--- src/rtl/clock_pkg.sv ---
`default_nettype none
// +----------------------------------------------------------------------+
// | Module : clock_pkg                                                   |
// | Brief  : Shared definitions for the digital-clock set controller:    |
// |          mode encoding, BCD wrap constants, blink mask bit           |
// |          positions and the mode-advance helper.                      |
// | Ports  : none (package)                                              |
// | Rev    : 1.0  initial release                                        |
// +----------------------------------------------------------------------+
package clock_pkg;

  // Mode encoding is visible on the mode output, so values are fixed.
  typedef enum logic [1:0] {
    MODE_RUN      = 2'd0,
    MODE_SET_HOUR = 2'd1,
    MODE_SET_MIN  = 2'd2,
    MODE_SET_SEC  = 2'd3
  } mode_e;

  localparam logic [7:0] c_bcd_00 = 8'h00;
  localparam logic [7:0] c_bcd_59 = 8'h59;
  localparam logic [7:0] c_bcd_23 = 8'h23;

  // Bit positions inside blink = {hour, min, sec}.
  localparam int c_blink_hour = 2;
  localparam int c_blink_min  = 1;
  localparam int c_blink_sec  = 0;

  // RUN -> SET_HOUR -> SET_MIN -> SET_SEC -> RUN
  function automatic mode_e next_mode(input mode_e m);
    case (m)
      MODE_RUN:      next_mode = MODE_SET_HOUR;
      MODE_SET_HOUR: next_mode = MODE_SET_MIN;
      MODE_SET_MIN:  next_mode = MODE_SET_SEC;
      default:       next_mode = MODE_RUN;
    endcase
  endfunction

endpackage
`default_nettype wire

--- src/rtl/bcd_inc_wrap.sv ---
`default_nettype none
// +----------------------------------------------------------------------+
// | Module : bcd_inc_wrap                                                |
// | Brief  : Combinational two-digit BCD +1 that wraps to 00 when the    |
// |          input equals the supplied maximum.                          |
// | Ports  : val     [7:0] in  BCD value to increment                    |
// |          max_val [7:0] in  BCD value at which the result wraps to 00 |
// |          result  [7:0] out incremented / wrapped BCD value           |
// | Rev    : 1.0  initial release                                        |
// +----------------------------------------------------------------------+
module bcd_inc_wrap
  import clock_pkg::*;
(
  input  logic [7:0] val,
  input  logic [7:0] max_val,
  output logic [7:0] result
);

  always_comb begin
    result = val;
    if (val == max_val) begin
      result = c_bcd_00;
    end else if (val[3:0] >= 4'd9) begin
      // Low digit rolls over and carries into the tens digit.
      result = {val[7:4] + 4'd1, 4'h0};
    end else begin
      result = {val[7:4], val[3:0] + 4'd1};
    end
  end

endmodule
`default_nettype wire

--- src/rtl/clock_set_controller.sv ---
`default_nettype none
// +----------------------------------------------------------------------+
// | Module : clock_set_controller                                        |
// | Brief  : Sequencing controller for the BCD hh:mm:ss counter chain.   |
// |          Counts time on the 1 Hz tick in RUN, and in the set modes   |
// |          loads the selected field with its BCD increment on btn_inc. |
// |          Also produces the display blink mask.                       |
// | Ports  : CP        in   clock (posedge)                              |
// |          CR        in   asynchronous active-low reset                |
// |          tick      in   1 Hz single-cycle enable                     |
// |          btn_mode  in   advance mode pulse                           |
// |          btn_inc   in   increment selected field pulse               |
// |          hh/mm/ss  in   current time, BCD [7:0] each                 |
// |          sec_en/min_en/hour_en  out  stage count enables             |
// |          ld_sec/ld_min/ld_hour  out  stage synchronous load strobes  |
// |          ld_data   out  BCD load value [7:0]                         |
// |          mode      out  0=RUN 1=SET_HOUR 2=SET_MIN 3=SET_SEC         |
// |          blink     out  blank mask {hour,min,sec}                    |
// | Rev    : 1.0  initial release                                        |
// +----------------------------------------------------------------------+
module clock_set_controller
  import clock_pkg::*;
#(
  parameter logic [7:0] HOUR_MAX = c_bcd_23,
  parameter logic [7:0] MIN_MAX  = c_bcd_59
) (
  input  logic       CP,
  input  logic       CR,
  input  logic       tick,
  input  logic       btn_mode,
  input  logic       btn_inc,
  input  logic [7:0] hh,
  input  logic [7:0] mm,
  input  logic [7:0] ss,
  output logic       sec_en,
  output logic       min_en,
  output logic       hour_en,
  output logic       ld_sec,
  output logic       ld_min,
  output logic       ld_hour,
  output logic [7:0] ld_data,
  output logic [1:0] mode,
  output logic [2:0] blink
);

  mode_e      r_state;
  mode_e      w_state_nxt;
  logic       r_phase;
  logic       w_phase_nxt;

  logic       w_sec_en, w_min_en, w_hour_en;
  logic       w_ld_sec, w_ld_min, w_ld_hour;
  logic [7:0] w_ld_data;
  logic [2:0] w_blink;

  logic [7:0] w_field;
  logic [7:0] w_field_max;
  logic [7:0] w_field_inc;

  logic       w_sec_at_max, w_min_at_max, w_hour_at_max;

  assign w_sec_at_max  = (ss == MIN_MAX);
  assign w_min_at_max  = (mm == MIN_MAX);
  assign w_hour_at_max = (hh == HOUR_MAX);

  // Field under edit; the RUN arm is a don't-care since no load uses it.
  always_comb begin
    w_field     = ss;
    w_field_max = MIN_MAX;
    case (r_state)
      MODE_SET_HOUR: begin
        w_field     = hh;
        w_field_max = HOUR_MAX;
      end
      MODE_SET_MIN:  w_field = mm;
      default:       w_field = ss;
    endcase
  end

  bcd_inc_wrap u_inc (
    .val     (w_field),
    .max_val (w_field_max),
    .result  (w_field_inc)
  );

  // State register
  always_ff @(posedge CP or negedge CR) begin
    if (!CR) begin
      r_state <= MODE_RUN;
      r_phase <= 1'b0;
    end else begin
      r_state <= w_state_nxt;
      r_phase <= w_phase_nxt;
    end
  end

  // Next state and next output values
  always_comb begin
    w_state_nxt = r_state;
    w_phase_nxt = r_phase ^ tick;  // phase follows every tick, in any mode
    w_sec_en    = 1'b0;
    w_min_en    = 1'b0;
    w_hour_en   = 1'b0;
    w_ld_sec    = 1'b0;
    w_ld_min    = 1'b0;
    w_ld_hour   = 1'b0;
    w_ld_data   = c_bcd_00;
    w_blink     = 3'b000;

    if (btn_mode) begin
      // Mode change takes priority; a coincident tick or increment is dropped.
      w_state_nxt = next_mode(r_state);
    end else if (r_state == MODE_RUN) begin
      if (tick) begin
        w_sec_en = 1'b1;
        if (w_sec_at_max) begin
          w_ld_sec = 1'b1;
          if (w_min_at_max) begin
            w_ld_min = 1'b1;
            if (w_hour_at_max) w_ld_hour = 1'b1;
            else               w_hour_en = 1'b1;
          end else begin
            w_min_en = 1'b1;
          end
        end
      end
    end else if (btn_inc) begin
      w_ld_data = w_field_inc;
      case (r_state)
        MODE_SET_HOUR: w_ld_hour = 1'b1;
        MODE_SET_MIN:  w_ld_min  = 1'b1;
        default:       w_ld_sec  = 1'b1;
      endcase
    end

    // Mask is computed from the values the registers take next, so a new
    // field picks up the phase on the cycle the mode output changes.
    case (w_state_nxt)
      MODE_SET_HOUR: w_blink[c_blink_hour] = w_phase_nxt;
      MODE_SET_MIN:  w_blink[c_blink_min]  = w_phase_nxt;
      MODE_SET_SEC:  w_blink[c_blink_sec]  = w_phase_nxt;
      default:       w_blink               = 3'b000;
    endcase
  end

  // Output registers
  always_ff @(posedge CP or negedge CR) begin
    if (!CR) begin
      sec_en  <= 1'b0;
      min_en  <= 1'b0;
      hour_en <= 1'b0;
      ld_sec  <= 1'b0;
      ld_min  <= 1'b0;
      ld_hour <= 1'b0;
      ld_data <= c_bcd_00;
      blink   <= 3'b000;
    end else begin
      sec_en  <= w_sec_en;
      min_en  <= w_min_en;
      hour_en <= w_hour_en;
      ld_sec  <= w_ld_sec;
      ld_min  <= w_ld_min;
      ld_hour <= w_ld_hour;
      ld_data <= w_ld_data;
      blink   <= w_blink;
    end
  end

  assign mode = r_state;

endmodule
`default_nettype wire

--- config.mk ---
export PLATFORM = sky130hd
export DESIGN_NAME = clock_set_controller
export DESIGN_NICKNAME = d
export VERILOG_FILES = /design/src/rtl/clock_pkg.sv /design/src/rtl/bcd_inc_wrap.sv /design/src/rtl/clock_set_controller.sv
export SDC_FILE = /design/constraint.sdc
export NUM_CORES = 1
export LEC_CHECK = 0
export CAP_MARGIN = 20
export CORE_MARGIN = 1
export CORE_UTILIZATION = 39
export CTS_CLUSTER_DIAMETER = 120
export CTS_CLUSTER_SIZE = 10
export DETAILED_ROUTE_END_ITERATION = 7
export GPL_ROUTABILITY_DRIVEN = 0
export MAX_ROUTING_LAYER = met4
export PLACE_DENSITY = 0.74
export SLEW_MARGIN = 20
export SYNTH_ARGS = -nofsm -noshare
export SYNTH_HDL_FRONTEND = slang
export SYNTH_HIERARCHICAL = 1
export SYNTH_SLANG_ARGS = --single-unit
--- constraint.sdc ---
create_clock -name CP -period 2.53 [get_ports CP]
set_input_delay 0.506 -clock CP [delete_from_list [all_inputs] [get_ports CP]]
set_output_delay 0.506 -clock CP [all_outputs]
set_load 0.02 [all_outputs]
==> flow_summary_export.csv, run 1 <==
group,metric,value,unit
clock_network,ctsRootBufferMaster,"clkbuf_4",
logic_synthesis,ys_ff_latch,20,
sta,setup_violations,0,
routing,avgViaCountPerCell,4.929,
clock_network,clk_latency,0.28,ns
global_route,grt_pass1_wl,4650,um
global_route,antenna_found_initial,0,
clock_network,cts.path.max_buffers,2,
logic_synthesis,synth_edf_count,0,
clock_network,post_cts_buffers,0,
final_layout,num-nets-final,233,
sta,fmax,426.7,MHz
power,p_leak,0.8603,nW
logic_synthesis,synth_top_area_share,38.35,%
power,p_per_area,1458,mW/mm2
routing,drt_iter0_drc,19,
clock_network,htreeDepth,1,
global_route,grt_usage,18.23,%
worst_setup_path,crit_type,"flop to flop",
floorplan,rows,20,
placement,dpl_cell_area,0.001932,mm2
sta,grt_setup_unrepaired,"no",
placement,io_buffers,47,
sta,setup-tns-final,0,ns
run_status,status,"finished clean",
final_layout,drive_gt1_share,20.41,%
power,vdd_drop_max,0.6414,mV
clock_network,cts_buffers,3,
floorplan,die-area,0.003581,mm2
routing,drc,0,
worst_setup_path,worst_setup_path_start_kind,"flop",
min_path,hold_path_class,"flop to flop",
worst_setup_path,cp_data_arrival_time,2.57,ns
worst_setup_path,cp_data_required_time,2.76,ns
logic_synthesis,netlist_area,0.001305,mm2
clock_network,tritoncts,"done",
power,p_total,2.927,mW
logic_synthesis,synth_area_leaders,"dfrtp_1 38%, a22oi_1 6.9%, ha_1 6.7%",
clock_network,clock-sinks,20,
sta,finalCritPeriodShare,92.62,%
logic_synthesis,yosysTopAreaCell,"dfrtp_1",
final_layout,layout_common_cells,"47 x clkdlybuf4s50_1, 19 x dfrtp_1, 14 x buf_4",
sta,hold_violations,0,
sta,slew_violations,0,
floorplan,start_util,42.06,%
worst_setup_path,cp_max_fo,10,
routing,ant_nets,0,
logic_synthesis,syn-instance-count,134,
worst_setup_path,endpoint_kind,"flop",
clock_network,clk_pin_slew,0.10,ns
worst_setup_path,r2r_slack,0.19,ns
routing,wirelength,2922,um
logic_synthesis,synthArstFlopShare,100.0,%
routing,via_count,1183,
final_layout,finish.utilization,64.72,%
logic_synthesis,synth.avg_cell_area,9.739,um2
final_layout,final_area,0.002008,mm2
logic_synthesis,synth_flop_cell,"dfrtp_1",
final_layout,final_common_cell,"clkdlybuf4s50_1",
routing,wl_per_cell,12.18,um
logic_synthesis,synth_cell_types,35,
logic_synthesis,ys_warn_count,6,
global_route,grt_max_degree,21,
floorplan,core,0.003103,mm2
global_route,grt_overflow,0,
floorplan,die_y,59.85,um
routing,dr.pass1.iters,4,
sta,post-route-min-period,2.343,ns
placement,hpwl,2494,um
floorplan,die_w,59.85,um
final_layout,syn_to_final_growth,53.88,%
flow_run,maxCapViolations,0,
floorplan,pin_count,48,
global_route,grt_pass1_vias,1145,
logic_synthesis,seq_area_frac_synth,38.35,%
sta,fin_skew,0.005894,ns
final_layout,antenna_cells,0,
==> final timing paths <==
path,startpoint,end,cells past startpoint
min reg2reg,r_phase,r_phase,1
min,r_phase,r_phase,1
min in group asynchronous,CR,r_phase,2
max reg2reg,mode[0],ld_data[7],10
max in group asynchronous,CR,mode[0],2
max,mode[0],ld_data[7],10
==> registers in the layout, summed over array words and instances (netlist names) <==
register,flops
mode,2
ld_sec,1
hour_en,1
ld_min,1
r_phase,1
ld_data,8
blink,3
sec_en,1
min_en,1
ld_hour,1
==> routing by layer <==
layer	part of all wire (%)	up-vias	global-route usage, %
met5	0	-	-
met4	0.92	0	8.970
met3	5.2	2	2.165
met2	52	48	31.90
met1	42	529	20.38
li1	-	604	-
==> report_power, final <==
group	total (mW)	leakage (nW)	internal, mW	switching, mW
logic	2.22	0.566	1.03	1.19
clock network	0.244	0.0279	0.160	0.0842
registers	0.463	0.267	0.427	0.0355
==> Yosys cell counts (6+ instances only) <==
| library cell | n |
|---|---|
| dfrtp_1 | 20 |
| and2_2 | 8 |
| xor2_1 | 10 |
| nor2_1 | 13 |
| ha_1 | 7 |
| inv_1 | 6 |
| nand2_1 | 6 |
| o21ai_0 | 6 |
| a21oi_1 | 9 |
| a22oi_1 | 12 |
==> what timing repair did <==
| action | CTS | global route |
|---|---|---|
| gates resized for setup | 1 | 4 |
| endpoints found under the hold margin | 0 | 0 |
| setup endpoints to repair | 4 | 8 |
| hold buffers | 0 | 0 |
==> cells by family (layout without fill, tap and decap cells) <==
group                      after synthesis  count (layout)  share of synthesized area [%]
adders and majority gates                7               7                          6.711
DFF                                     20              20                          38.35
buffers and inverters                   10              71                          2.972
and+or+nand+nor                         51              51                          27.13
xor gates and xnor gates                11              11                          7.382
AOI/OAI and AO/OA                       32              32                          16.01
muxes                                    1               1                         0.8628
other                                    2               3                         0.5755
==> metrics by stage <==
step	setup WS, ns	hold WS (ns)	std cells
finish	0.1867	0.5048	240
detailed placement	-0.03518	0.4881	236
global placement	0.06661	0.4814	236
CTS	0.04478	0.5076	240
floorplan	0.02725	0.2104	135
global route	0.002468	0.5292	240
==> worst max-delay path, cell delays in order, from the launching register on <==
cell	delay (ns)
dfrtp_2	0.43
inv_1	0.12
ha_2	0.29
a22oi_1	0.11
a21oi_2	0.24
inv_1	0.07
ha_1	0.20
nor3b_4	0.17
or3_1	0.34
a22oi_1	0.14
and2_2	0.16
==> area by class of cell <==
cell class | count | area (um2)
Inverter | 6 | 22.52
Timing Repair Buffer | 61 | 575.6
Clock inverter | 1 | 30.03
Fill cell | 295 | 1095
Tap cell | 44 | 55.05
Sequential cell | 20 | 501.7
Multi-Input combinational cell | 105 | 800.8
Clock buffer | 3 | 22.52
Power figures use the tool's default switching activity.
==> run 2: changes to the inputs <==
Settings changed: CELL_PAD_IN_SITES_DETAIL_PLACEMENT set to 0, CELL_PAD_IN_SITES_GLOBAL_PLACEMENT set to 2, CORE_UTILIZATION 39 to 23, PLACE_DENSITY 0.74 to unset, PLACE_DENSITY_LB_ADDON set to 0.1.
==> flow_summary_export.csv, run 2 (synthesis results as in run 1) <==
group,metric,value,unit
run_status,status,"finished clean",
placement,hpwl,2864,um
final_layout,top_register,"ld_data",
power,p_per_area,1483,mW/mm2
min_path,hold_path_class,"flop to flop",
final_layout,instances_no_fill,274,
global_route,antenna_found_initial,0,
routing,via_count,1193,
final_layout,final_area,0.002125,mm2
final_layout,finish.utilization,38.82,%
clock_network,clk_pin_slew,0.07,ns
worst_setup_path,r2r-start,"mode[0]",
sta,hold_violations,0,
global_route,grt_pass1_vias,1225,
power,p_leak,0.8984,nW
sta,finalCritPeriodShare,93.36,%
final_layout,num-nets-final,239,
clock_network,htreeDepth,1,
final_layout,syn_to_final_growth,62.80,%
floorplan,die-area,0.005979,mm2
worst_setup_path,cp_data_arrival_time,2.56,ns
sta,post-route-min-period,2.362,ns
floorplan,die_w,77.33,um
worst_setup_path,worst_setup_path_start_kind,"flop",
sta,fin_skew,0.0005051,ns
final_layout,final_common_cell,"clkdlybuf4s50_1",
final_layout,drive_gt1_share,23.76,%
power,p_total,3.151,mW
placement,dp_cells,269,
clock_network,ctsHoldBuffers,0,
floorplan,die_y,77.33,um
placement,dpl_cell_area,0.002004,mm2
clock_network,clock-sinks,20,
worst_setup_path,cp_max_fo,9,
sta,grt_setup_unrepaired,"no",
routing,wl_per_cell,12.60,um
final_layout,layout_common_cells,"47 x clkdlybuf4s50_1, 20 x buf_4, 19 x dfrtp_1",
worst_setup_path,endpoint_kind,"flop",
floorplan,start_util,23.85,%
routing,drc,0,
floorplan,rows,27,
min_path,hold_start,"r_phase",
clock_network,cts_buffers,3,
power,vdd_drop_max,0.5105,mV
global_route,grt_max_degree,21,
sta,fmax,423.4,MHz
routing,avgViaCountPerCell,4.354,
floorplan,pin_count,48,
routing,ant_nets,0,
sta,holdWs,0.4975,ns
final_layout,antenna_cells,0,
sta,slew_violations,0,
routing,drt_iter0_drc,39,
global_route,grt_pass1_wl,6009,um
routing,dr.pass1.iters,4,
sta,setup_violations,0,
worst_setup_path,cp_data_required_time,2.73,ns
clock_network,clk_latency,0.26,ns
flow_run,maxCapViolations,0,
clock_network,ctsRootBufferMaster,"clkbuf_8",
routing,wirelength,3452,um
clock_network,cts.path.max_buffers,2,
worst_setup_path,crit_start,"mode[0]",
final_layout,largest_register_ffs,8,
global_route,grt_usage,13.31,%
floorplan,core,0.005473,mm2
worst_setup_path,crit_type,"flop to flop",
global_route,grt_overflow,0,
placement,io_buffers,47,
clock_network,tritoncts,"done",
## run 2: per-layer routing
layer  part of all wire, %  GRT usage (%)  wire length [um]  up-vias
li1                      -              -                 -      612
met1                    46          16.64              1575      545
met2                    49          21.06              1690       31
met3                   3.6          2.024               123        5
met4                   1.8          6.038                62        0
met5                     0              -                 0        -
## run 2: area by class of cell
| type | instances | area [um2] |
|---|---|---|
| Fill cell | 561 | 3348 |
| Inverter | 6 | 22.52 |
| Tap cell | 72 | 90.09 |
| Multi-Input combinational cell | 105 | 818.3 |
| Sequential cell | 20 | 501.7 |
| Clock buffer | 3 | 41.29 |
| Clock inverter | 1 | 30.03 |
| Timing Repair Buffer | 67 | 620.6 |
## run 2: worst max-delay path, cell delays in order, from the launching register on
cell	delay (ns)
dfrtp_2	0.46
inv_2	0.12
ha_4	0.24
buf_4	0.15
a21oi_2	0.14
inv_1	0.07
ha_1	0.17
nor3b_2	0.16
buf_4	0.16
or3_1	0.33
a22oi_1	0.15
and2_2	0.15
## run 2: worst paths after layout
path                              end  slack, ns  depth (start not counted)
hold reg to reg               r_phase       0.50                          1
hold / removal                r_phase       0.50                          1
max in group asynchronous     mode[0]       1.73                          2
setup / recovery           ld_data[6]       0.17                         11
setup reg to reg           ld_data[6]       0.17                         11
min in group asynchronous      min_en       0.59                          2
## run 2: timing repair
| item | CTS | global route |
|---|---|---|
| gates resized for setup | 1 | 7 |
| setup endpoints to repair | 2 | 8 |
| setup buffers | 0 | 1 |
## run 2: power breakdown
part           switching (mW)  internal (mW)
registers              0.0482          0.428
logic                    1.22           1.14
clock network           0.102          0.211
## run 2: per-stage QoR
| stage | setup TNS (ns) | setup WS [ns] |
|---|---|---|
| after floorplan | 0 | 0.02725 |
| after global placement | 0 | 0.001840 |
| after detailed placement | -0.04940 | -0.02362 |
| after CTS | 0 | 0.02370 |
| after global routing | 0 | 0.01412 |
| final | 0 | 0.1680 |
